--- config.mk ---
export PLATFORM = sky130hd
export DESIGN_NAME = mem_interface_unit
export DESIGN_NICKNAME = d
export VERILOG_FILES = /design/src/rtl/mem_interface_unit.sv
export SDC_FILE = /design/constraint.sdc
export NUM_CORES = 1
export LEC_CHECK = 0
export CORE_MARGIN = 2
export CORE_UTILIZATION = 48
export DETAILED_ROUTE_END_ITERATION = 16
export PLACE_DENSITY = 0.82
export RECOVER_POWER = 100
export SLEW_MARGIN = 20
export SYNTH_ARGS = -nofsm -noshare
export SYNTH_HDL_FRONTEND = slang
export SYNTH_SLANG_ARGS = --single-unit
--- constraint.sdc ---
create_clock -name clk -period 2.15 [get_ports clk]
set_input_delay 0.3225 -clock clk [delete_from_list [all_inputs] [get_ports clk]]
set_output_delay 0.3225 -clock clk [all_outputs]
set_load 0.1 [all_outputs]
--- src/rtl/mem_interface_unit.sv ---
// Memory interface unit: turns level load/store requests from the instruction
// unit into byte-wide memory accesses. A load is one read; a store is two
// writes (low byte at addr, high byte at addr+1). Every access is guarded by a
// wait counter that aborts it and raises a sticky error if mem_ack never comes.
`timescale 1ns/1ps

module mem_interface_unit #(
  parameter int unsigned TIMEOUT = 255
) (
  input  logic        clk,
  input  logic        reset_n,
  input  logic        load,
  input  logic        store,
  input  logic [13:0] addr,
  input  logic [15:0] result,
  output logic [7:0]  data,
  output logic        mem_done,
  output logic        mem_err,
  output logic        mem_req,
  output logic        mem_we,
  output logic [13:0] mem_addr,
  output logic [7:0]  mem_wdata,
  input  logic [7:0]  mem_rdata,
  input  logic        mem_ack
);

  localparam int unsigned CNT_W = (TIMEOUT < 2) ? 1 : $clog2(TIMEOUT + 1);
  localparam logic [CNT_W-1:0] TIMEOUT_VAL = CNT_W'(TIMEOUT);

  localparam logic [2:0] S_IDLE  = 3'd0;
  localparam logic [2:0] S_RD    = 3'd1;
  localparam logic [2:0] S_WR_LO = 3'd2;
  localparam logic [2:0] S_WR_HI = 3'd3;
  localparam logic [2:0] S_DONE  = 3'd4;

  logic [2:0]       state_q,     state_d;
  logic [CNT_W-1:0] cnt_q,       cnt_d;
  logic [7:0]       wdata_hi_q,  wdata_hi_d;
  logic [7:0]       data_q,      data_d;
  logic             mem_done_q,  mem_done_d;
  logic             mem_err_q,   mem_err_d;
  logic             mem_req_q,   mem_req_d;
  logic             mem_we_q,    mem_we_d;
  logic [13:0]      mem_addr_q,  mem_addr_d;
  logic [7:0]       mem_wdata_q, mem_wdata_d;

  logic [CNT_W-1:0] cnt_inc;
  logic             timeout_hit;

  // Wait-cycle count after this cycle, and whether it would reach the limit.
  assign cnt_inc     = cnt_q + CNT_W'(1);
  assign timeout_hit = (cnt_inc == TIMEOUT_VAL);

  // Next-state and next-output logic for the access sequencer.
  always_comb begin
    // NOTE: every *_d gets a default up front so no path through the case
    // leaves a variable unassigned; otherwise synthesis infers a latch.
    state_d     = state_q;
    cnt_d       = cnt_q;
    wdata_hi_d  = wdata_hi_q;
    data_d      = data_q;
    mem_done_d  = 1'b0;
    mem_err_d   = mem_err_q;
    mem_req_d   = mem_req_q;
    mem_we_d    = mem_we_q;
    mem_addr_d  = mem_addr_q;
    mem_wdata_d = mem_wdata_q;

    case (state_q)
      S_IDLE: begin
        cnt_d = '0;
        if (load) begin
          // Load wins when both requests are raised together.
          state_d    = S_RD;
          mem_req_d  = 1'b1;
          mem_we_d   = 1'b0;
          mem_addr_d = addr;
        end else if (store) begin
          state_d     = S_WR_LO;
          mem_req_d   = 1'b1;
          mem_we_d    = 1'b1;
          mem_addr_d  = addr;
          mem_wdata_d = result[7:0];
          wdata_hi_d  = result[15:8];
        end
      end

      S_RD: begin
        if (mem_ack) begin
          data_d     = mem_rdata;
          mem_req_d  = 1'b0;
          mem_done_d = 1'b1;
          state_d    = S_DONE;
        end else if (timeout_hit) begin
          mem_err_d  = 1'b1;
          mem_req_d  = 1'b0;
          mem_done_d = 1'b1;
          state_d    = S_DONE;
        end else begin
          cnt_d = cnt_inc;
        end
      end

      S_WR_LO: begin
        if (mem_ack) begin
          // High byte goes to the next address; 14-bit add wraps 0x3FFF to 0.
          cnt_d       = '0;
          mem_addr_d  = mem_addr_q + 14'd1;
          mem_wdata_d = wdata_hi_q;
          state_d     = S_WR_HI;
        end else if (timeout_hit) begin
          // Abort skips the high byte entirely.
          mem_err_d  = 1'b1;
          mem_req_d  = 1'b0;
          mem_done_d = 1'b1;
          state_d    = S_DONE;
        end else begin
          cnt_d = cnt_inc;
        end
      end

      S_WR_HI: begin
        if (mem_ack) begin
          mem_req_d  = 1'b0;
          mem_done_d = 1'b1;
          state_d    = S_DONE;
        end else if (timeout_hit) begin
          mem_err_d  = 1'b1;
          mem_req_d  = 1'b0;
          mem_done_d = 1'b1;
          state_d    = S_DONE;
        end else begin
          cnt_d = cnt_inc;
        end
      end

      S_DONE: begin
        // mem_done was raised on entry; it drops as we return to IDLE.
        cnt_d   = '0;
        state_d = S_IDLE;
      end

      default: begin
        cnt_d     = '0;
        mem_req_d = 1'b0;
        state_d   = S_IDLE;
      end
    endcase
  end

  // State and output registers with synchronous active-low reset.
  always_ff @(posedge clk) begin
    // NOTE: sequential state uses non-blocking assignments so every flop
    // samples pre-edge values regardless of statement order.
    if (!reset_n) begin
      // NOTE: reset is synchronous here, so it is not in the sensitivity list;
      // a reset mid-access simply lands in IDLE with no completion pulse.
      state_q     <= S_IDLE;
      cnt_q       <= '0;
      wdata_hi_q  <= '0;
      data_q      <= '0;
      mem_done_q  <= 1'b0;
      mem_err_q   <= 1'b0;
      mem_req_q   <= 1'b0;
      mem_we_q    <= 1'b0;
      mem_addr_q  <= '0;
      mem_wdata_q <= '0;
    end else begin
      state_q     <= state_d;
      cnt_q       <= cnt_d;
      wdata_hi_q  <= wdata_hi_d;
      data_q      <= data_d;
      mem_done_q  <= mem_done_d;
      mem_err_q   <= mem_err_d;
      mem_req_q   <= mem_req_d;
      mem_we_q    <= mem_we_d;
      mem_addr_q  <= mem_addr_d;
      mem_wdata_q <= mem_wdata_d;
    end
  end

  assign data      = data_q;
  assign mem_done  = mem_done_q;
  assign mem_err   = mem_err_q;
  assign mem_req   = mem_req_q;
  assign mem_we    = mem_we_q;
  assign mem_addr  = mem_addr_q;
  assign mem_wdata = mem_wdata_q;

endmodule

Word level (Yosys, flattened, before mapping)
Cells that the tools add are included.
{ "totals": {"ff_bits": 53, "latch_bits": 0, "ramBits": 0, "romBits": 0, "input_bits": 43, "output_inout_bits": 34, "wordCells": 67, "memories": 0} }
{ "classes": {"n_addsub": 2, "mul": 0, "div_mod_pow": 0, "order_cmp": 0, "n_eq_ne": 11, "shift": 0, "mux": 29, "bitwise": 3, "reduce_logical": 12} }
{ "ops": {"columns": ["operator", "n"], "rows": [
  ["two-way mux 8 bit", 6],
  ["two-way mux 14 bit", 3],
  ["case mux 8 bit (2 select lines)", 2],
  ["case mux 14 bit (2 select lines)", 1],
  ["two-way mux 3 bit", 5],
  ["adder 14 x 1 -> 14 bit, second input constant", 1],
  ["AND reduction 3 bit", 4],
  ["!= test 2 bit, second input constant", 5],
  ["two-way mux 1 bit", 9],
  ["case mux 3 bit (3 select lines)", 1],
  ["adder 8 x 1 -> 8 bit, second input constant", 1],
  ["== test 8 bit, second input constant", 1],
  ["== test 3 x 2 -> 1 bit, second input constant", 2],
  ["case mux 1 bit (4 select lines)", 1],
  ["AND reduction 2 bit", 2],
  ["AND reduction 4 bit", 1],
  ["nonzero test 2 bit", 2],
  ["== test 3 x 1 -> 1 bit, second input constant", 1],
  ["== test 3 bit, second input constant", 1],
  ["zero test 3 bit", 1],
  ["!= test 3 bit, second input constant", 1],
  ["NOT 1 bit", 3],
  ["OR reduction 3 bit", 1],
  ["case mux 1 bit (2 select lines)", 1],
  ["OR reduction 2 bit", 1]
]} }

Longest topological paths before layout
Gate-level depths: netlist (run 1).
{ "logic_depth": {"ltp_word": 5, "depth_mapped": 6} }

Least setup slack after synthesis (run 1)
OpenSTA, ideal clock, no wires.
{ "synth_path": {"path_type": "register to register", "from": "register mem_addr_q[2] (netlist: mem_addr[2])", "to": "register mem_addr_q[7] (netlist: mem_addr[7])", "setup_time_ns": 0.092, "t_arrival_ns": 2.102, "required_ns": 2.058, "slack_ns": -0.044, "path_stages_with_launch": 5, "path_buffers": 0, "period_less_slack_ns": 2.194, "path_cell_list": "dfxtp_1 > nand4_1 > or3_1 > o31a_1 > o32ai_1"} }
{ "synth_via": {"elab_chain_cells": 3} }
{ "synth_rtl": {"columns": ["element", "line_no", "text"], "rows": [
  ["from (decl)", "44", "logic [13:0] mem_addr_q, mem_addr_d;"],
  ["from (signal assigned)", "177", "mem_addr_q <= mem_addr_d;"],
  ["adder 14 x 1 -> 14 bit", "108", "mem_addr_d = mem_addr_q + 14'd1;"],
  ["two-way mux 14 bit", "105", "if (mem_ack) begin"],
  ["case mux 14 bit (2 select lines)", "69", "case (state_q)"]
]} }
No other way between the ends. The select of a mux whose other input is x is not followed.
A chain may end at the register's enable or synchronous reset.

Worst setup path in the final report (run 1)
{ "layout_path": {"from": "input port mem_ack", "to": "register data_q[0] (netlist: data[0])"} }
{ "layout_via": {"elab_chain_cells": 1} }
{ "layout_rtl": {"columns": ["element", "line_no", "text"], "rows": [
  ["from (decl)", "24", "input logic mem_ack"],
  ["AND reduction 2 bit (no source line)", null, null],
  ["to (signal assigned)", "172", "data_q <= data_d;"],
  ["to (decl)", "39", "logic [7:0] data_q, data_d;"]
]} }
No other way between the ends.

==> results.sh, run 1 <==
export IMPL_run_status="finished, final reports clean"
export IMPL_dp_hpwl_um=4970
export IMPL_leakagePower_nw=1.39
export IMPL_holdBufCountCts=0
export IMPL_grt_max_degree=32
export IMPL_tightest_slew_ns=1.17
export IMPL_dieArea_um2=6220
export IMPL_cts_tree="built"
export IMPL_cp_end_kind="register"
export IMPL_fin_crit_sh=0.913
export IMPL_power_density_nw_per_um2=774
export IMPL_holdCritPathClass="register to register"
export IMPL_clk_pin_slew_ns=0.09
export IMPL_grt_pass1_wl_um=11100
export IMPL_row_count=27
export IMPL_worstPathRequired_ns=2.39
export IMPL_drv_cap=0
export IMPL_finalMaxSlewViolations=0
export IMPL_async_reset_ff_frac=0
export IMPL_synth_fp_nets=382
export IMPL_coreArea_um2=5470
export IMPL_io_buffers=76
export IMPL_slowest_delay_ns=0.65
export IMPL_area_growth_pct=30.0
export IMPL_place_gp_congestion=0.818
export IMPL_antenna_found_initial=0
export IMPL_drive_gt1_frac=0.147
export IMPL_grt_pass1_vias=2527
export IMPL_setup_ws_ns=0.188
export IMPL_totalWireLength_um=6840
export IMPL_post_place_ws_ns=-0.0930
export IMPL_drtAntennaViolNets=0
export IMPL_ys_warn_count=0
export IMPL_synthesis_instances=336
export IMPL_slowest_stage="dlygate4sd3_1"
export IMPL_path_class="primary input to register"
export IMPL_dr_pass1_iters=4
export IMPL_skew_ns=0.00696
export IMPL_critPathMaxFanout=8
export IMPL_grt_util_all_layers=0.219
export IMPL_ys_types=50
export IMPL_peakVddDrop_uv=394
export IMPL_synth_ff_type="dfxtp_1"
export IMPL_num_fill_cells=504
export IMPL_grt_overflow=0
export IMPL_slew_headroom=0.225
export IMPL_cts_root_buf="clkbuf_8"
export IMPL_final_hold_viol_count=0
export IMPL_fp_dieW_um=78.9
export IMPL_drc=0
export IMPL_layout_min_cycle_time_ns=1.96
export IMPL_via_per_inst=5.72
export IMPL_start_util=0.492
export IMPL_die_h_um=78.9
export IMPL_synth_edff_count=0
export IMPL_path_cells="dlygate4sd3_1, clkbuf_1, nand3b_1, nor2_1, nand2_1, a21oi_1"
export IMPL_cts_buffer_depth=2
export IMPL_rsz0062_at_grt="false"
export IMPL_total_power_mw=2.71
export IMPL_layout_area_seq_um2=1070
export IMPL_insertion_delay_ns=0.31
export IMPL_drt_iter0_drc=116
export IMPL_fmax_ghz=0.510
export IMPL_syn_avg_cell_area_um2=8.01
export IMPL_synth_area_um2=2690
export IMPL_cts_sinks=53
export IMPL_nets=459
export IMPL_multi_input_area_um2=1510
export IMPL_cp_arrival_ns=2.20
export IMPL_startpoint_type="primary input"
export IMPL_htree_levels=2
export IMPL_wl_per_cell_um=14.1
export IMPL_ys_seq_elements=53
export IMPL_io_pins=77
export IMPL_vias=2778
export IMPL_setup_viol=0
export IMPL_cts_buffers=5
export IMPL_synth_seq_area_share=0.394
export IMPL_antenna_cells=0
[registers in the layout, summed over array words and instances, names as in the netlist]
name / cells
mem_addr: 14
cnt_q: 8
data: 8
mem_wdata: 8
wdata_hi_q: 8
state_q: 3
mem_done: 1
mem_err: 1
mem_req: 1
mem_we: 1
[area by class of cell]
class | count | share of cell area
clock buffer | 5 | 0.0197
inverter | 8 | 0.00859
multi-input combinational | 252 | 0.433
tap | 72 | 0.0258
timing repair buffer | 93 | 0.202
sequential | 53 | 0.305
clock inverter | 3 | 0.00608
[metal layers]
metal | share of wire | GRT usage | up-vias
li1 | - | - | 1386
met1 | 0.44 | 0.262 | 1323
met2 | 0.51 | 0.391 | 65
met3 | 0.052 | 0.0443 | 4
met4 | 0.0070 | 0.0776 | 0
met5 | 0 | 0 | -
[cell families after synthesis]
family          after synthesis  synth area share
xor+xnor                      2           0.00651
fa+ha+maj                     3            0.0140
simple gates                142             0.266
flops                        53             0.394
compound gates               95             0.236
buf+inv                      31            0.0456
mux                          10            0.0372
[Yosys cell counts (2+ instances only)]
| library cell | count | area [um^2] |
|---|---|---|
| a211oi_1 | 5 | 37.5 |
| a21oi_1 | 22 | 110 |
| a221oi_1 | 2 | 17.5 |
| a311oi_1 | 10 | 87.6 |
| a31oi_1 | 5 | 31.3 |
| and2_1 | 11 | 68.8 |
| and3_1 | 5 | 31.3 |
| and4_1 | 3 | 26.3 |
| buf_1 | 2 | 7.51 |
| buf_2 | 5 | 25.0 |
| clkbuf_1 | 16 | 60.1 |
| dfxtp_1 | 53 | 1060 |
| ha_1 | 3 | 37.5 |
| inv_1 | 8 | 30.0 |
| mux2i_1 | 10 | 100 |
| nand2_1 | 41 | 154 |
| nand2b_1 | 3 | 18.8 |
| nand3_1 | 8 | 40.0 |
| nand3b_1 | 3 | 22.5 |
| nand4_1 | 7 | 43.8 |
| nor2_1 | 29 | 109 |
| nor3_1 | 11 | 55.1 |
| nor3b_1 | 2 | 15.0 |
| nor4_1 | 5 | 31.3 |
| o211a_1 | 3 | 30.0 |
| o21a_1 | 3 | 22.5 |
| o21ai_0 | 25 | 125 |
| o21bai_1 | 2 | 15.0 |
| o221a_2 | 3 | 33.8 |
| o22ai_1 | 2 | 12.5 |
| o31a_1 | 2 | 17.5 |
| o41ai_1 | 4 | 35.0 |
| or2_2 | 3 | 18.8 |
| or3_1 | 4 | 25.0 |
[path summary, 6_finish.rpt]
kind         startpoint           to  slack (ns)  cells past startpoint
min reg2reg     mem_err      mem_err        0.47                      2
max             mem_ack      data[0]        0.19                      6
max reg2reg  state_q[1]  mem_addr[9]        0.20                      4
min             mem_err      mem_err        0.47                      2
[critical path: cells and delay by family]
family,cells,cell delay [ns]
buffers and inverters,2,0.87
AO/OA/AOI/OAI,1,0.14
AND/OR/NAND/NOR,3,0.87
[through the flow]
step,hold WS [ns],setup TNS [ns],instances,instance area (um^2),util
2_1_floorplan,0.419,0,336,2700,-
3_3_place_gp,0.447,-0.0279,478,3530,0.644
3_5_place_dp,0.457,-0.158,478,3530,0.644
4_1_cts,0.472,0,486,3620,0.661
5_1_grt,0.484,0,486,3500,0.639
6_report,0.470,0,486,3500,0.639
[power by group]
group          internal (mW)  leakage, nW  switching (mW)
clock                  0.232       0.0445           0.338
combinational          0.259        0.915           0.724
sequential              1.06        0.435          0.0907
total                   1.56         1.39            1.15
[timing repair]
item	CTS	global route
setup endpoints to repair	0	6
gates resized for setup	0	1
buffers inserted	0	0
[placed cells by master, fill, tap and decap left out, types with 7 or more instances in the layout]
master / n
inv_1: 8
a311oi_1: 10
nor2_1: 29
clkdlybuf4s50_1: 41
buf_4: 11
a21oi_1: 23
o21ai_0: 25
nor3_1: 11
nand2_1: 41
and2_1: 11
clkbuf_1: 9
dfxtp_1: 49
nand4_1: 7
clkbuf_2: 29
mux2i_1: 10
nand3_1: 8
(Power assumes the default switching activity.)
==> inputs of run 2 (changes only) <==
--- a/config.mk
+++ b/config.mk
@@ -8,7 +8,7 @@
 export CORE_MARGIN = 2
 export CORE_UTILIZATION = 48
 export DETAILED_ROUTE_END_ITERATION = 16
-export PLACE_DENSITY = 0.82
+export PLACE_DENSITY = 0.81
 export RECOVER_POWER = 100
 export SLEW_MARGIN = 20
 export SYNTH_ARGS = -nofsm -noshare
==> constraint.sdc (replaced) <==
create_clock -name clk -period 2.15 [get_ports clk]
set_input_delay 0.3225 -clock clk [delete_from_list [all_inputs] [get_ports clk]]
set_output_delay 0.3225 -clock clk [all_outputs]
set_load 0.01 [all_outputs]
==> run 2 against run 1 <==
  * Global-route usage rose by 1.1 points
  * Highest routed layer unchanged
  * Critical endpoint is now wdata_hi_q[4]
  * Die area stayed put
  * Total power shrank 15%
==> results.sh, run 2 (same netlist as run 1, synthesis figures left out) <==
export IMPL_cts_resized=0
export IMPL_totalWireLength_um=7090
export IMPL_critPathMaxFanout=8
export IMPL_grt_max_degree=26
export IMPL_via_per_inst=5.68
export IMPL_row_count=27
export IMPL_antenna_found_initial=0
export IMPL_grt_pass1_wl_um=11600
export IMPL_path_class="primary input to register"
export IMPL_start_util=0.492
export IMPL_postCtsSetupBuffers=0
export IMPL_fin_crit_sh=0.936
export IMPL_cts_sinks=53
export IMPL_tightest_slew_ns=0.724
export IMPL_insertion_delay_ns=0.30
export IMPL_die_h_um=78.9
export IMPL_dp_hpwl_um=5140
export IMPL_rsz0062_at_grt="false"
export IMPL_path_buf_inv=1
export IMPL_grt_pass1_vias=2544
export IMPL_worstPathRequired_ns=2.35
export IMPL_layout_commonest_cell="dfxtp_1"
export IMPL_run_status="finished, final reports clean"
export IMPL_cp_end_kind="register"
export IMPL_nets=463
export IMPL_drt_iter0_drc=203
export IMPL_grt_overflow=0
export IMPL_cp_arrival_ns=2.21
export IMPL_coreArea_um2=5470
export IMPL_finalMaxSlewViolations=0
export IMPL_dr_pass1_iters=4
export IMPL_power_density_nw_per_um2=626
export IMPL_io_buffers=76
export IMPL_drc=0
export IMPL_post_place_ws_ns=0.0350
export IMPL_fin_tns_setup_ns=0
export IMPL_crit_reg2reg_launch="cnt_q[1]"
export IMPL_drive_gt1_frac=0.0766
export IMPL_met2_length_um=3480
export IMPL_routed_wl_met3_um=387
export IMPL_io_pins=77
export IMPL_crit_start="store"
export IMPL_routed_top_layer="met4"
export IMPL_setup_viol=0
export IMPL_startpoint_type="primary input"
export IMPL_holdCritPathClass="register to register"
export IMPL_path_cells="dlygate4sd3_1, or3b_2, or2_0, mux2i_1, nor2_1"
export IMPL_cts_buffers=5
export IMPL_cts_root_buf="clkbuf_8"
export IMPL_place_gp_congestion=0.874
export IMPL_dieArea_um2=6220
export IMPL_slowest_stage="dlygate4sd3_1"
export IMPL_antenna_cells=0
export IMPL_critical_path_top_delay_family="simple AND/OR/NAND/NOR gates"
export IMPL_area_growth_pct=37.3
export IMPL_peakVddDrop_uv=303
export IMPL_drtAntennaViolNets=0
export IMPL_slowest_delay_ns=0.58
export IMPL_drv_cap=0
export IMPL_holdBufCountCts=0
export IMPL_setup_ws_ns=0.137
export IMPL_grt_util_all_layers=0.230
export IMPL_largest_reg_flops=14
export IMPL_layout_min_cycle_time_ns=2.01
export IMPL_cts_buffer_depth=2
export IMPL_slew_headroom=0.517
export IMPL_vias=2781
export IMPL_num_fill_cells=494
export IMPL_skew_ns=0.00680
export IMPL_fp_dieW_um=78.9
export IMPL_hold_start="mem_err"
export IMPL_wl_met1_um=3170
export IMPL_wl_per_cell_um=14.5
export IMPL_fmax_ghz=0.497
export IMPL_cts_tree="built"
export IMPL_leakagePower_nw=1.47
export IMPL_final_hold_viol_count=0
export IMPL_clk_pin_slew_ns=0.10
export IMPL_final_cell_mix="dfxtp_1, nand2_1, clkdlybuf4s50_1"
export IMPL_htree_levels=2
export IMPL_total_power_mw=2.31
## run 2: cell count changes in the layout (fill, tap and decap cells not counted), sizes merged
cell and change:
clkinvlp +1, dlygate4sd3 +36, clkinv -1, clkbuf -32, clkdlybuf4s50 -2, buf +3
inv -1
## run 2: routing by layer
| metal | global-route usage | vias to the layer above |
|---|---|---|
| met3 | 0.0614 | 7 |
| met4 | 0.0621 | 0 |
| li1 | - | 1390 |
| met5 | 0 | - |
| met1 | 0.301 | 1309 |
| met2 | 0.378 | 75 |
## run 2: worst reg2reg max path: stages (launching register included)
cell      delay [ns]
dfxtp_1         0.42
ha_1            0.33
xor2_1          0.16
nand4_1         0.19
or3_1           0.44
a221oi_1        0.28
## run 2: per-stage QoR
stage	std cells	hold WS, ns	instance area (um^2)	util
after detailed placement	482	0.458	3620	0.662
after CTS	490	0.471	3710	0.678
after global routing	490	0.475	3690	0.675
final	490	0.465	3690	0.675
after floorplan	336	0.419	2690	-
after global placement	482	0.444	3620	0.662
## run 2: worst paths after layout
path | endpoint | slack, ns | cells past startpoint
max reg2reg | cnt_q[0] | 0.24 | 5
max | wdata_hi_q[4] | 0.14 | 5
min reg2reg | mem_err | 0.46 | 2
min | mem_err | 0.46 | 2
## run 2: cell type report
class | count | area, um^2 | area share
repair buffers | 97 | 912 | 0.247
clock inverters | 2 | 15.0 | 0.00407
inverters | 8 | 30.0 | 0.00813
multi-input cells | 252 | 1510 | 0.409
well taps | 72 | 90.1 | 0.0244
clock buffers | 6 | 72.6 | 0.0197
flip-flops and latches | 53 | 1060 | 0.287
## run 2: power breakdown
group          total (mW)  switching (mW)  leakage (nW)  internal, mW
Sequential           1.15          0.0861         0.434          1.06
Clock               0.557           0.327        0.0374         0.230
Combinational       0.605           0.296          1.00         0.309
Total                2.31           0.710          1.47          1.60
==> inputs of run 3 (changes only) <==
--- a/config.mk
+++ b/config.mk
@@ -8,6 +8,7 @@
 export CORE_MARGIN = 2
 export CORE_UTILIZATION = 48
 export DETAILED_ROUTE_END_ITERATION = 16
+export MAX_ROUTING_LAYER = met4
 export PLACE_DENSITY = 0.81
 export RECOVER_POWER = 100
 export SLEW_MARGIN = 20
==> run 3 against run 2 <==
  * Register-to-register slack barely moved
  * Non-clock buffer count did not move
  * Critical path depth did not move
  * Clock power about the same
  * Critical endpoint unchanged
  * Critical path type unchanged
  * First-iteration DRC count down 2.0%
  * Die area is the same
  * Via count fell by 0.54%
  * Hold slack about the same
==> results.sh, run 3 (same netlist as run 1, synthesis figures left out) <==
export IMPL_holdBufCountCts=0
export IMPL_final_cell_mix="dfxtp_1, nand2_1, clkdlybuf4s50_1"
export IMPL_drt_iter0_drc=199
export IMPL_layout_commonest_cell="dfxtp_1"
export IMPL_die_h_um=78.9
export IMPL_dr_pass1_iters=4
export IMPL_totalWireLength_um=7080
export IMPL_drc=0
export IMPL_largest_reg_flops=14
export IMPL_grt_overflow=0
export IMPL_dp_hpwl_um=5140
export IMPL_dp_cells=482
export IMPL_clk_pin_slew_ns=0.10
export IMPL_fin_crit_sh=0.935
export IMPL_cts_root_buf="clkbuf_8"
export IMPL_fmax_ghz=0.497
export IMPL_cts_buffer_depth=2
export IMPL_setup_viol=0
export IMPL_coreArea_um2=5470
export IMPL_drive_gt1_frac=0.0766
export IMPL_fp_dieW_um=78.9
export IMPL_multi_input_area_um2=1510
export IMPL_place_area_um2=3620
export IMPL_slowest_stage="dlygate4sd3_1"
export IMPL_slowest_delay_ns=0.58
export IMPL_whs_ns=0.465
export IMPL_finalMaxSlewViolations=0
export IMPL_drv_cap=0
export IMPL_wl_per_cell_um=14.4
export IMPL_htree_levels=2
export IMPL_num_fill_cells=494
export IMPL_switching_share=0.308
export IMPL_row_count=27
export IMPL_cts_sinks=53
export IMPL_power_density_nw_per_um2=626
export IMPL_clock_power_share=0.242
export IMPL_p_comb_frac=0.261
export IMPL_antenna_found_initial=0
export IMPL_worstPathRequired_ns=2.35
export IMPL_total_power_mw=2.31
export IMPL_io_buffers=76
export IMPL_grt_pass1_vias=2546
export IMPL_nets=463
export IMPL_peakVddDrop_uv=304
export IMPL_post_place_ws_ns=0.0350
export IMPL_vias=2766
export IMPL_via_per_inst=5.64
export IMPL_tightest_slew_ns=0.724
export IMPL_antenna_cells=0
export IMPL_run_status="finished, final reports clean"
export IMPL_start_util=0.492
export IMPL_switchingPower_mw=0.711
export IMPL_grt_util_all_layers=0.236
export IMPL_final_area_um2=3690
export IMPL_setup_ws_ns=0.139
export IMPL_dieArea_um2=6220
export IMPL_grt_pass1_wl_um=11600
export IMPL_cts_tree="built"
export IMPL_path_cells="dlygate4sd3_1, or3b_2, or2_0, mux2i_1, nor2_1"
export IMPL_rsz0062_at_grt="false"
export IMPL_layout_area_seq_um2=1060
export IMPL_p_int_mw=1.60
export IMPL_drtAntennaViolNets=0
export IMPL_cts_buffers=5
export IMPL_insertion_delay_ns=0.30
export IMPL_utilization=0.675
export IMPL_skew_ns=0.00834
export IMPL_area_growth_pct=37.3
export IMPL_critPathMaxFanout=8
export IMPL_place_gp_congestion=0.889
export IMPL_layout_min_cycle_time_ns=2.01
export IMPL_cp_end_kind="register"
export IMPL_fin_tns_setup_ns=0
export IMPL_slew_headroom=0.517
export IMPL_leakagePower_nw=1.47
export IMPL_path_class="primary input to register"
export IMPL_cts_resized=0
export IMPL_grt_max_degree=26
export IMPL_seq_power_share=0.497
export IMPL_io_pins=77
export IMPL_startpoint_type="primary input"
export IMPL_holdCritPathClass="register to register"
export IMPL_final_hold_viol_count=0
export IMPL_postCtsSetupBuffers=0
export IMPL_final_cells=490
export IMPL_cp_arrival_ns=2.21
## run 3: cell counts in the layout (fill, tap and decap cells not counted)
Identical to the previous run, type by type.
## run 3: worst paths after layout
kind	startpoint	to	slack (ns)	depth (start not counted)
max	store	wdata_hi_q[4]	0.14	5
min	mem_err	mem_err	0.47	2
max reg2reg	cnt_q[1]	cnt_q[0]	0.24	5
min reg2reg	mem_err	mem_err	0.47	2
## run 3: cell type report
| type | count | share of cell area |
|---|---|---|
| Sequential cell | 53 | 0.287 |
| Tap cell | 72 | 0.0244 |
| Timing Repair Buffer | 97 | 0.247 |
| Clock buffer | 6 | 0.0197 |
| Clock inverter | 2 | 0.00407 |
| Inverter | 8 | 0.00813 |
| Multi-Input combinational cell | 252 | 0.409 |
## run 3: worst max-delay path, delay by kind of cell
| family | cells | cell delay [ns] |
|---|---|---|
| AND/OR/NAND/NOR | 3 | 1.02 |
| buffers and inverters | 1 | 0.58 |
| multiplexers | 1 | 0.29 |
## run 3: metal layers
layer / global-route usage / vias up / routed length (um)
met4: 0.0621 / 0 / 80
met3: 0.0568 / 8 / 334
met5: - / - / 0
li1: - / 1391 / -
met1: 0.304 / 1303 / 3230
met2: 0.377 / 64 / 3440
## run 3: power by group through the flow
stage,combinational [mW],sequential [mW],clock (mW)
after floorplan,0.292,1.18,0
after global placement,0.616,1.17,0
after detailed placement,0.631,1.17,0
after CTS,0.634,1.15,0.568
after global routing,0.662,1.16,0.617
final,0.603,1.15,0.560
